==> src/rtl/fifo_pkg.sv <==
// fifo_pkg: shared dual-clock FIFO constants.
// ALMOST_FULL_EN mirrors whether FIFO_ALMOST_FULL_EN is defined for this build.
package fifo_pkg;
  localparam int ADDR_WIDTH_DEF = 10;
  localparam int AF_MARGIN_DEF = 4;
  localparam int SYNC_STAGES = 2;
`ifdef FIFO_ALMOST_FULL_EN
  localparam bit ALMOST_FULL_EN = 1'b1;
`else
  localparam bit ALMOST_FULL_EN = 1'b0;
`endif
endpackage

==> src/rtl/write_ctrl_if.sv <==
// write_ctrl_if: producer-facing and cross-domain signals of the FIFO write side.
interface write_ctrl_if #(parameter int ADDR_WIDTH = fifo_pkg::ADDR_WIDTH_DEF);
  logic w_push;
  logic [ADDR_WIDTH:0] r_ptr_gray;
  logic w_en;
  logic [ADDR_WIDTH-1:0] w_ptr;
  logic [ADDR_WIDTH:0] w_ptr_gray;
  logic w_full;
  logic w_almost_full;
  logic [ADDR_WIDTH:0] w_level;
  logic w_overflow;
  modport master (
    output w_push, r_ptr_gray,
    input w_en, w_ptr, w_ptr_gray, w_full, w_almost_full, w_level, w_overflow
  );
  modport slave (
    input w_push, r_ptr_gray,
    output w_en, w_ptr, w_ptr_gray, w_full, w_almost_full, w_level, w_overflow
  );
endinterface

==> src/rtl/write_ctrl_gray2bin.sv <==
// gray2bin: Gray to binary conversion of an ADDR_WIDTH+1 bit pointer (XOR prefix from MSB).
module gray2bin #(parameter int ADDR_WIDTH = fifo_pkg::ADDR_WIDTH_DEF) (
  input logic [ADDR_WIDTH:0] gray,
  output logic [ADDR_WIDTH:0] bin
);
  for (genvar i = 0; i <= ADDR_WIDTH; i++) begin : g_bit
    assign bin[i] = ^gray[ADDR_WIDTH:i];
  end
endmodule

==> src/rtl/write_ctrl.sv <==
// write_ctrl: write pointer, read-pointer synchroniser, full/level/overflow of a dual-clock FIFO.
// Registered almost-full is built only when FIFO_ALMOST_FULL_EN is defined.
module write_ctrl
  import fifo_pkg::*;
#(
  parameter int ADDR_WIDTH = ADDR_WIDTH_DEF,
  parameter int AF_MARGIN = AF_MARGIN_DEF
) (
  input logic w_clk,
  input logic w_rst_n,
  write_ctrl_if.slave bus
);
  localparam int A = ADDR_WIDTH;
  function automatic logic [A:0] bin2gray(input logic [A:0] b);
    return b ^ (b >> 1);
  endfunction
  logic [A:0] w_ptr_x, w_ptr_x_next, w_ptr_gray, w_level, w_level_next;
  logic [A:0] r_sync_gray, r_sync_bin;
  logic [A:0] rq [SYNC_STAGES];
  logic w_full, w_en, w_overflow;
  assign r_sync_gray = rq[SYNC_STAGES-1];
  // Full when the write pointer is one lap ahead: top two Gray bits inverted, rest equal.
  assign w_full = w_ptr_gray == {~r_sync_gray[A:A-1], r_sync_gray[A-2:0]};
  assign w_en = bus.w_push && !w_full;
  assign w_ptr_x_next = w_ptr_x + (A+1)'(w_en);
  assign w_level_next = w_ptr_x - r_sync_bin;
  gray2bin #(.ADDR_WIDTH(A)) u_gray2bin (.gray(r_sync_gray), .bin(r_sync_bin));
  always_ff @(posedge w_clk or negedge w_rst_n)
    if (!w_rst_n) begin
      w_ptr_x <= '0;
      w_ptr_gray <= '0;
      w_level <= '0;
      w_overflow <= 1'b0;
      rq <= '{default: '0};
    end else begin
      w_ptr_x <= w_ptr_x_next;
      w_ptr_gray <= bin2gray(w_ptr_x_next);
      w_level <= w_level_next;
      w_overflow <= w_overflow || (bus.w_push && w_full);
      rq[0] <= bus.r_ptr_gray;
      for (int i = 1; i < SYNC_STAGES; i++) rq[i] <= rq[i-1];
    end
`ifdef FIFO_ALMOST_FULL_EN
  localparam logic [A:0] DEPTH = (A+1)'(1) << A;
  localparam logic [A:0] MARGIN = (A+1)'(AF_MARGIN);
  logic w_almost_full;
  always_ff @(posedge w_clk or negedge w_rst_n)
    if (!w_rst_n) w_almost_full <= 1'b0;
    else w_almost_full <= ((DEPTH - w_level_next) <= MARGIN);
  assign bus.w_almost_full = w_almost_full;
`else
  assign bus.w_almost_full = 1'b0;
`endif
  assign bus.w_en = w_en;
  assign bus.w_ptr = w_ptr_x[A-1:0];
  assign bus.w_ptr_gray = w_ptr_gray;
  assign bus.w_full = w_full;
  assign bus.w_level = w_level;
  assign bus.w_overflow = w_overflow;
endmodule
==> src/flat_wrapper.sv <==
// flat-port wrapper written by rule: the top's interface ports become plain ports
module write_ctrl_flat import fifo_pkg::*;
#(
  parameter int ADDR_WIDTH = ADDR_WIDTH_DEF,
  parameter int AF_MARGIN = AF_MARGIN_DEF
)
  (w_clk, w_rst_n, bus_w_push, bus_r_ptr_gray, bus_w_en, bus_w_ptr, bus_w_ptr_gray, bus_w_full, bus_w_almost_full, bus_w_level, bus_w_overflow);
  write_ctrl_if #(.ADDR_WIDTH(ADDR_WIDTH)) bus_i ();
  input logic w_clk;
  input logic w_rst_n;
  input wire logic [$bits(bus_i.w_push)-1:0] bus_w_push;
  input wire logic [$bits(bus_i.r_ptr_gray)-1:0] bus_r_ptr_gray;
  output wire logic [$bits(bus_i.w_en)-1:0] bus_w_en;
  output wire logic [$bits(bus_i.w_ptr)-1:0] bus_w_ptr;
  output wire logic [$bits(bus_i.w_ptr_gray)-1:0] bus_w_ptr_gray;
  output wire logic [$bits(bus_i.w_full)-1:0] bus_w_full;
  output wire logic [$bits(bus_i.w_almost_full)-1:0] bus_w_almost_full;
  output wire logic [$bits(bus_i.w_level)-1:0] bus_w_level;
  output wire logic [$bits(bus_i.w_overflow)-1:0] bus_w_overflow;
  assign bus_i.w_push = bus_w_push;
  assign bus_i.r_ptr_gray = bus_r_ptr_gray;
  assign bus_w_en = bus_i.w_en;
  assign bus_w_ptr = bus_i.w_ptr;
  assign bus_w_ptr_gray = bus_i.w_ptr_gray;
  assign bus_w_full = bus_i.w_full;
  assign bus_w_almost_full = bus_i.w_almost_full;
  assign bus_w_level = bus_i.w_level;
  assign bus_w_overflow = bus_i.w_overflow;
  write_ctrl #(.ADDR_WIDTH(ADDR_WIDTH), .AF_MARGIN(AF_MARGIN)) u_core (.w_clk(w_clk), .w_rst_n(w_rst_n), .bus(bus_i));
endmodule
==> config.mk <==
export PLATFORM = sky130hd
export DESIGN_NAME = write_ctrl_flat
export DESIGN_NICKNAME = d
export VERILOG_FILES = /design/src/rtl/fifo_pkg.sv /design/src/rtl/write_ctrl_if.sv /design/src/rtl/write_ctrl_gray2bin.sv /design/src/rtl/write_ctrl.sv /design/src/flat_wrapper.sv
export SDC_FILE = /design/constraint.sdc
export NUM_CORES = 1
export LEC_CHECK = 0
export CORE_MARGIN = 2
export CORE_UTILIZATION = 40
export DETAILED_ROUTE_END_ITERATION = 6
export PLACE_DENSITY = 0.67
export RECOVER_POWER = 50
export SYNTH_ARGS = -nofsm -noshare
export SYNTH_HDL_FRONTEND = slang
export SYNTH_HIERARCHICAL = 1
export SYNTH_SLANG_ARGS = --single-unit
==> constraint.sdc <==
create_clock -name w_clk -period 3.1 [get_ports w_clk]
set_clock_uncertainty 0.05 [all_clocks]
set_input_delay 0.62 -clock w_clk [delete_from_list [all_inputs] [get_ports w_clk]]
set_output_delay 0.62 -clock w_clk [all_outputs]
set_load 0.05 [all_outputs]
After elaboration in Yosys (flattened, before gate mapping)
Index checks and enable logic that the tools add are counted.
{"block": "word_totals", "ff_bits": 56, "input_bits": 14, "elab_cells": 25}
{"block": "op_classes", "add_sub_neg": 2, "n_eq_ne": 1, "n_bitwise": 2, "reduce_logical": 14}
{"operator": "$add A11 B1 Y11", "count": 1}
{"operator": "$eq A11 B11 Y1", "count": 1}
{"operator": "$reduce_xor A11 Y1", "count": 1}
{"operator": "$sub A11 B11 Y11", "count": 1}
{"operator": "$xor A11 B10 Y11", "count": 1}
{"operator": "$reduce_xor A10 Y1", "count": 1}
{"operator": "$reduce_xor A9 Y1", "count": 1}
{"operator": "$reduce_xor A8 Y1", "count": 1}
{"operator": "$reduce_xor A7 Y1", "count": 1}
{"operator": "$reduce_xor A6 Y1", "count": 1}
{"operator": "$reduce_xor A5 Y1", "count": 1}
{"operator": "$reduce_xor A4 Y1", "count": 1}
{"operator": "$reduce_xor A3 Y1", "count": 1}
{"operator": "$logic_and A1 B1 Y1", "count": 2}
{"operator": "$not A2 Y2", "count": 1}
{"operator": "$reduce_xor A2 Y1", "count": 1}
{"operator": "$logic_not A1 Y1", "count": 1}
{"operator": "$logic_or A1 B1 Y1", "count": 1}

Depth between registers and ports, before layout
Gate-level depths: netlist of run 1.
{"block": "logic_depth", "word_depth": 6, "mapped_depth": 11}

By module
The synthesis of run 1 kept the hierarchy.
{"mod": "write_ctrl", "n_inst": 1, "cells_per_inst": 185, "area_each_um2": 2306.0, "seq_area_each_um2": 1376.3}
{"mod": "gray2bin", "n_inst": 1, "cells_per_inst": 16, "area_each_um2": 211.5, "seq_area_each_um2": 0.0}

Worst setup path after synthesis of run 1
OpenSTA, ideal clock, no wires.
{"block": "synth_path", "path_kind": "reg-to-reg", "startpoint": "register u_core.w_ptr_gray[10], in the netlist u_core/bus.w_ptr_gray[10]", "endpoint": "register u_core.w_ptr_gray[6], in the netlist u_core/bus.w_ptr_gray[6]", "arrival_ns": 4.036, "required_time_ns": 2.918, "slack_ns": -1.118, "stages_incl_launch_ff": 12, "n_path_buf": 0, "synth_period_minus_slack_ns": 4.218, "cell_sequence": "dfrtp_1 xor2_1 nand4_1 nor3_1 nor2b_1 ha_1 ha_1 and4_2 nand2_1 xor2_1 inv_1 xnor2_1"}
{"block": "synth_via", "elab_chain_len": 5}
{"element": "from (decl)", "line_no": "write_ctrl.sv:17", "rtl": "logic [A:0] w_ptr_x, w_ptr_x_next, w_ptr_gray, w_level, w_level_next;"}
{"element": "from (signal assigned)", "line_no": "write_ctrl.sv:37", "rtl": "w_ptr_gray <= bin2gray(w_ptr_x_next);"}
{"element": "$eq A11 B11 Y1", "line_no": "write_ctrl.sv:23", "rtl": "assign w_full = w_ptr_gray == {~r_sync_gray[A:A-1], r_sync_gray[A-2:0]};"}
{"element": "via bus_w_full", "line_no": "flat_wrapper.sv:16", "rtl": "output wire logic [$bits(bus_i.w_full)-1:0] bus_w_full;"}
{"element": "$logic_not A1 Y1", "line_no": "write_ctrl.sv:24", "rtl": "assign w_en = bus.w_push && !w_full;"}
{"element": "$logic_and A1 B1 Y1", "line_no": "write_ctrl.sv:24"}
{"element": "via bus_w_en", "line_no": "flat_wrapper.sv:13", "rtl": "output wire logic [$bits(bus_i.w_en)-1:0] bus_w_en;"}
{"element": "$add A11 B1 Y11", "line_no": "write_ctrl.sv:25", "rtl": "assign w_ptr_x_next = w_ptr_x + (A+1)'(w_en);"}
{"element": "via u_core.w_ptr_x_next[6]", "line_no": "write_ctrl.sv:17"}
{"element": "$xor A11 B10 Y11", "line_no": "write_ctrl.sv:15", "rtl": "return b ^ (b >> 1);"}
The timed path passes the listed nets, and every way through them passes these cells.

Worst setup path after layout of run 1
{"block": "layout_path", "startpoint": "register u_core.rq (netlist bit u_core/r_sync_gray[10])", "endpoint": "register u_core.w_level[8], in the netlist u_core/bus.w_level[8]"}
{"block": "layout_via", "elab_chain_len": 2}
{"element": "from (decl)", "line_no": "write_ctrl.sv:19", "rtl": "logic [A:0] rq [SYNC_STAGES];"}
{"element": "$reduce_xor A3 Y1", "line_no": "write_ctrl_gray2bin.sv:7", "rtl": "assign bin[i] = ^gray[ADDR_WIDTH:i];"}
{"element": "via u_core.r_sync_bin[8]", "line_no": "write_ctrl.sv:18", "rtl": "logic [A:0] r_sync_gray, r_sync_bin;"}
{"element": "$sub A11 B11 Y11", "line_no": "write_ctrl.sv:26", "rtl": "assign w_level_next = w_ptr_x - r_sync_bin;"}
{"element": "via u_core.w_level_next[8]", "line_no": "write_ctrl.sv:17"}
{"element": "to (signal assigned)", "line_no": "write_ctrl.sv:38", "rtl": "w_level <= w_level_next;"}
{"element": "to (decl)", "line_no": "write_ctrl.sv:17"}
The timed path passes the listed nets, and every way through them passes these cells.

==> flow_metrics.env, run 1 <==
export IMPL_violations="negative setup slack"
export IMPL_critPathMaxStageDelay_ps=420
export IMPL_synth_top_family_by_area="XOR/XNOR gates"
export IMPL_fmax_ghz=0.320
export IMPL_synth_area_leaders="dfrtp_1, xnor2_1, xor2_1, ha_1, inv_1"
export IMPL_clk_pin_slew_ps=100
export IMPL_clock_sinks=55
export IMPL_crit_required_ps=3290
export IMPL_first_pass_iters=4
export IMPL_maxCapViolations=0
export IMPL_die_height_um=83.3
export IMPL_syn_area_um2=2520
export IMPL_cp_num_buf_inv=2
export IMPL_yosysUniqueCellTypes=39
export IMPL_grt_setup_unrepaired="yes"
export IMPL_stdcell_area_um2=3340
export IMPL_timing_final_crit_share_pct=101
export IMPL_antenna_cells=0
export IMPL_worstSkewPairLatency_ps=310
export IMPL_dpl_hpwl_um=3760
export IMPL_yosysWarnings=6
export IMPL_synth_top_area_cell="dfrtp_1"
export IMPL_hold_violations=0
export IMPL_vdd_drop_max_mv=0.791
export IMPL_synthSimpleGateAreaFrac_pct=8.05
export IMPL_p_per_area_nw_per_um2=1020
export IMPL_syn_instance_count=201
export IMPL_synth_top_area_share_pct=54.7
export IMPL_final_max_slew_viol_count=0
export IMPL_finalCriticalPeriod_ps=3130
export IMPL_placed_cell_area_um2=3150
export IMPL_p_leak_nw=1.58
export IMPL_grt_pass1_vias=1564
export IMPL_numCtsBuffers=5
export IMPL_synth_compound_area_share_pct=4.82
export IMPL_cp_max_fo=2
export IMPL_setup_ws_ps=-27.6
export IMPL_final_core_util_pct=55.8
export IMPL_worstPathCellList="xor3_2 -> xnor3_2 -> buf_6 -> inv_4 -> xnor3_1 -> ha_4 -> fa_2 -> nor2b_4 -> o2111ai_2 -> and3b_2 -> a21oi_2 -> xor2_1"
export IMPL_gp_congestion=0.749
export IMPL_core_area_um2=5990
export IMPL_cts_tree="done"
export IMPL_ys_seq_area_share_pct=54.7
export IMPL_hp_class="reg2reg"
export IMPL_startpoint_type="flip-flop"
export IMPL_ys_ff_latch=55
export IMPL_dp_cells=330
export IMPL_vias_per_cell=4.74
export IMPL_syn_to_final_growth_pct=32.8
export IMPL_synth_edf_count=0
export IMPL_wire_per_inst_um=14.5
export IMPL_wl_um=5000
export IMPL_drive_gt1_share_pct=19.3
export IMPL_root_buffer="clkbuf_8"
export IMPL_async_flop_share_pct=100
export IMPL_io_pin_count=50
export IMPL_synth_fp_nets=228
export IMPL_ant_nets=0
export IMPL_crit_arrival_ps=3310
export IMPL_crit_family="XOR/XNOR gates"
export IMPL_synth_fa_ha_area_share_pct=6.76
export IMPL_setup_violations=1
export IMPL_crit_type="reg2reg"
export IMPL_grt_overflow_total=0
export IMPL_fin_setup_tns_ps=-27.6
export IMPL_initial_core_util_pct=42.0
export IMPL_track_usage_pct=14.4
export IMPL_synthXorXnorAreaFrac_pct=21.8
export IMPL_worst_pin_slew_ps=1160
export IMPL_drc=0
export IMPL_synth_flop_cell="dfrtp_1"
export IMPL_io_buffer_count=48
export IMPL_slowest_stage="dfrtp_2"
export IMPL_cp_end_kind="flip-flop"
export IMPL_finalNonFillerCells=345
export IMPL_syn_area_per_cell_um2=12.5
export IMPL_relSlewSlack_pct=22.5
export IMPL_vias=1635
export IMPL_htree_num_levels=2
export IMPL_antenna_found_initial=0
export IMPL_nNetsFinal=296
export IMPL_synth_mux_area_share_pct=0
export IMPL_drt_iter0_drc=53
export IMPL_grt_max_degree=23
export IMPL_clock_path_buffers=2
export IMPL_grt_pass1_wl_um=7780
export IMPL_rows=28
export IMPL_die_area_um2=6940
export IMPL_status="finished, violations left"
export IMPL_whs_ps=307
export IMPL_die_w_um=83.3
flip-flops by register name, indices dropped and copies added (netlist names):
register	cells
u_core/bus.w_level	11
u_core/bus.w_overflow	1
u_core/bus.w_ptr_gray	11
u_core/r_sync_gray	11
u_core/rq	11
u_core/w_ptr_x	10
routing by layer:
metal  up-vias  GRT usage [%]  part of all wire (%)
li1        794              -                     -
met1       793           18.6                    43
met2        42           23.8                    51
met3         6           3.68                   4.7
met4         0           4.47                   1.1
met5         -              0                     0
Yosys cell counts (all sizes together), types with 2 or more instances:
library cell / number
a21oi: 7
and3: 4
buf: 2
dfrtp: 55
ha: 12
inv: 21
nand2: 7
nand3: 7
nand4: 3
nor2: 6
nor2b: 3
nor3: 3
o21a: 2
o21ai: 4
xnor2: 29
xnor3: 3
xor2: 19
xor3: 2
power by group:
part	internal [mW]	switching (mW)	total, mW	leakage (nW)
Combinational	0.792	1.17	1.96	0.875
Clock	0.164	0.242	0.406	0.0489
Sequential	0.907	0.139	1.05	0.657
path summary, 6_finish.rpt:
check,from,endpoint,slack (ps),cells after the start
min in group asynchronous,w_rst_n,u_core/rq[15]$_DFF_PN0_,320,1
min,u_core/rq[12]$_DFF_PN0_,u_core/r_sync_gray[1]$_DFF_PN0_,310,0
max reg2reg,u_core/r_sync_gray[10]$_DFF_PN0_,u_core/bus.w_level[8]$_DFF_PN0_,-30,12
max,u_core/r_sync_gray[10]$_DFF_PN0_,u_core/bus.w_level[8]$_DFF_PN0_,-30,12
min reg2reg,u_core/rq[12]$_DFF_PN0_,u_core/r_sync_gray[1]$_DFF_PN0_,310,0
max in group asynchronous,w_rst_n,u_core/bus.w_ptr_gray[2]$_DFF_PN0_,1080,2
cell type report:
| cell class | count | area [um2] |
|---|---|---|
| Clock buffer | 5 | 68.8 |
| Clock inverter | 3 | 22.5 |
| Fill cell | 516 | 2650 |
| Inverter | 21 | 81.3 |
| Multi-Input combinational cell | 123 | 1110 |
| Sequential cell | 55 | 1390 |
| Tap cell | 75 | 93.8 |
| Timing Repair Buffer | 63 | 583 |
repair_timing:
| action | CTS | global route |
|---|---|---|
| endpoints found under the setup margin | 5 | 5 |
| pin swaps | 0 | 8 |
| gates cloned | 0 | 0 |
| hold buffers | 0 | 0 |
| setup buffers | 0 | 7 |
| gates resized for setup | 4 | 13 |
layout by cell type (no fill, tap or decap), types with 3 or more instances in the layout:
cell type         n
dfrtp_1          47
clkdlybuf4s50_1  34
xnor2_1          28
inv_1            19
xor2_1           18
buf_4            13
dlygate4sd3_1    11
ha_1             11
dfrtp_2           8
nand2_1           7
nand3_1           6
nor2_1            6
clkbuf_8          5
a21oi_1           5
and3_1            4
clkbuf_1          3
nand4_1           3
metrics by stage:
stage | power (mW) | setup slack (ps)
after detailed placement | 2.88 | -82.0
after floorplan | 2.33 | 18.5
after global placement | 2.87 | 43.8
after global routing | 3.61 | -106
after CTS | 3.32 | -0.851
final | 3.42 | -27.6
cells by family (layout without fill, tap and decap cells):
kind of cell	count (synthesis)	in the layout
adder cells (fa/ha/maj)	13	13
flip-flops	55	55
AND/OR/NAND/NOR	37	37
AO/OA/AOI/OAI	19	19
XOR/XNOR	53	53
buffers and inverters	23	92
other	1	1
Power figures use the tool's default switching activity.
==> run 2: changes to the inputs <==
--- a/config.mk
+++ b/config.mk
@@ -7,9 +7,11 @@
 export LEC_CHECK = 0
 export CORE_MARGIN = 2
 export CORE_UTILIZATION = 40
+export CTS_BUF_LIST = sky130_fd_sc_hd__clkbuf_4
 export DETAILED_ROUTE_END_ITERATION = 6
 export PLACE_DENSITY = 0.67
 export RECOVER_POWER = 50
+export SKIP_CTS_REPAIR_TIMING = 1
 export SYNTH_ARGS = -nofsm -noshare
 export SYNTH_HDL_FRONTEND = slang
 export SYNTH_HIERARCHICAL = 1
==> run 2 against run 1 <==
The run still ends with negative setup slack left. Critical path depth is 1 lower. Wire length shrank 3.1%. Largest cell class unchanged. Critical endpoint unchanged. Design area fell by 2.1%. Register-to-register slack worse by 30 ps.
==> flow_metrics.env, run 2 (synthesis results as in run 1) <==
export IMPL_grt_pass1_wl_um=7590
export IMPL_drive_gt1_share_pct=17.6
export IMPL_grt_setup_unrepaired="yes"
export IMPL_numCtsBuffers=5
export IMPL_dp_cells=330
export IMPL_timing_final_crit_share_pct=102
export IMPL_wire_per_inst_um=14.2
export IMPL_relSlewSlack_pct=22.9
export IMPL_vdd_drop_max_mv=0.787
export IMPL_ant_nets=0
export IMPL_wl_um=4850
export IMPL_drt_iter0_drc=62
export IMPL_root_buffer="clkbuf_4"
export IMPL_rows=28
export IMPL_antenna_found_initial=0
export IMPL_final_max_slew_viol_count=0
export IMPL_crit_type="reg2reg"
export IMPL_p_per_area_nw_per_um2=1010
export IMPL_r2r_setup_slack_ps=-60
export IMPL_startpoint_type="flip-flop"
export IMPL_antenna_cells=0
export IMPL_die_height_um=83.3
export IMPL_hp_class="in2async"
export IMPL_final_cell_mix="dfrtp_1, clkdlybuf4s50_1, xnor2_1, inv_1, xor2_1"
export IMPL_die_area_um2=6940
export IMPL_initial_core_util_pct=42.0
export IMPL_setup_violations=1
export IMPL_grt_pass1_vias=1545
export IMPL_hold_violations=0
export IMPL_clk_pin_slew_ps=160
export IMPL_gp_congestion=0.749
export IMPL_dpl_hpwl_um=3760
export IMPL_finalCriticalPeriod_ps=3160
export IMPL_grt_overflow_total=0
export IMPL_clock_sinks=55
export IMPL_fmax_ghz=0.317
export IMPL_finalNonFillerCells=342
export IMPL_clock_path_buffers=2
export IMPL_worstReg2RegEnd="u_core/bus.w_level[8]$_DFF_PN0_"
export IMPL_htree_num_levels=2
export IMPL_die_w_um=83.3
export IMPL_vias=1601
export IMPL_crit_arrival_ps=3410
export IMPL_vias_per_cell=4.68
export IMPL_maxCapViolations=0
export IMPL_setup_ws_ps=-56.1
export IMPL_drc=0
export IMPL_fin_setup_tns_ps=-56.1
export IMPL_io_pin_count=50
export IMPL_violations="negative setup slack"
export IMPL_cp_max_fo=2
export IMPL_first_pass_iters=4
export IMPL_final_common_cell="dfrtp_1"
export IMPL_reg2reg_from="u_core/r_sync_gray[10]$_DFF_PN0_"
export IMPL_cp_end_kind="flip-flop"
export IMPL_nNetsFinal=293
export IMPL_track_usage_pct=13.8
export IMPL_cts_tree="done"
export IMPL_whs_ps=244
export IMPL_status="finished, violations left"
export IMPL_rr_worst_depth=11
export IMPL_worstSkewPairLatency_ps=370
export IMPL_crit_required_ps=3360
export IMPL_core_area_um2=5990
export IMPL_p_leak_nw=1.55
export IMPL_syn_to_final_growth_pct=30.1
export IMPL_worst_pin_slew_ps=1160
export IMPL_grt_max_degree=23
export IMPL_io_buffer_count=48
## run 2: per-layer routing
layer  GRT usage, %  share of wire, %  routed length, um
met1           18.6                44               2150
met2           22.6                51               2480
met3           3.68               4.1                201
met4           2.68              0.33                 16
met5              0                 0                  0
## run 2: area by class of cell
type | instances | area [um2]
fillers | 531 | 2720
multi-input cells | 123 | 1100
well taps | 75 | 93.8
clock inverters | 3 | 22.5
repair buffers | 60 | 557
clock buffers | 5 | 37.5
flip-flops and latches | 55 | 1390
inverters | 21 | 78.8
## run 2: power by group
group	switching (mW)	internal, mW
Sequential	0.139	0.906
Combinational	1.15	0.771
Clock	0.231	0.0938
## run 2: stage by stage
stage | utilization (%) | area (um2) | power (mW) | setup WS [ps]
floorplan | - | 2540 | 2.33 | 18.5
CTS | 53.6 | 3210 | 3.22 | -138
global placement | 52.6 | 3150 | 2.87 | 43.8
detailed placement | 52.6 | 3150 | 2.88 | -82.0
global route | 54.7 | 3270 | 3.49 | -153
finish | 54.7 | 3270 | 3.29 | -56.1
## run 2: critical path, stage by stage (launching register included)
cell	delay, ps
dfrtp_2	440
xor3_2	410
xnor3_2	280
inv_2	70
xnor3_1	380
ha_2	210
fa_2	410
nor2b_4	160
o2111ai_2	130
and3b_2	260
a21oi_2	130
xor2_1	160
## run 2: how the worst max path moves through the flow
stage | startpoint | endpoint | slack (ps) | depth (start not counted)
floorplan | u_core/r_sync_gray[9]$_DFF_PN0_ | u_core/bus.w_level[8]$_DFF_PN0_ | 20 | 11
global route | u_core/r_sync_gray[10]$_DFF_PN0_ | u_core/bus.w_level[8]$_DFF_PN0_ | -150 | 11
CTS | u_core/r_sync_gray[3]$_DFF_PN0_ | u_core/bus.w_level[8]$_DFF_PN0_ | -140 | 10
finish | u_core/r_sync_gray[10]$_DFF_PN0_ | u_core/bus.w_level[8]$_DFF_PN0_ | -60 | 11
global placement | u_core/r_sync_gray[3]$_DFF_PN0_ | u_core/bus.w_level[8]$_DFF_PN0_ | 40 | 10
detailed placement | u_core/r_sync_gray[3]$_DFF_PN0_ | u_core/bus.w_level[8]$_DFF_PN0_ | -80 | 10
==> run 3: changes to the inputs <==
--- a/config.mk
+++ b/config.mk
@@ -5,9 +5,12 @@
 export SDC_FILE = /design/constraint.sdc
 export NUM_CORES = 1
 export LEC_CHECK = 0
+export ABC_AREA = 0
 export CORE_MARGIN = 2
 export CORE_UTILIZATION = 40
 export CTS_BUF_LIST = sky130_fd_sc_hd__clkbuf_4
+export CTS_CLUSTER_DIAMETER = 30
+export CTS_CLUSTER_SIZE = 10
 export DETAILED_ROUTE_END_ITERATION = 6
 export PLACE_DENSITY = 0.67
 export RECOVER_POWER = 50
==> results of run 3 <==
The final DEF is identical to that of run 2; final timing and power are the same.
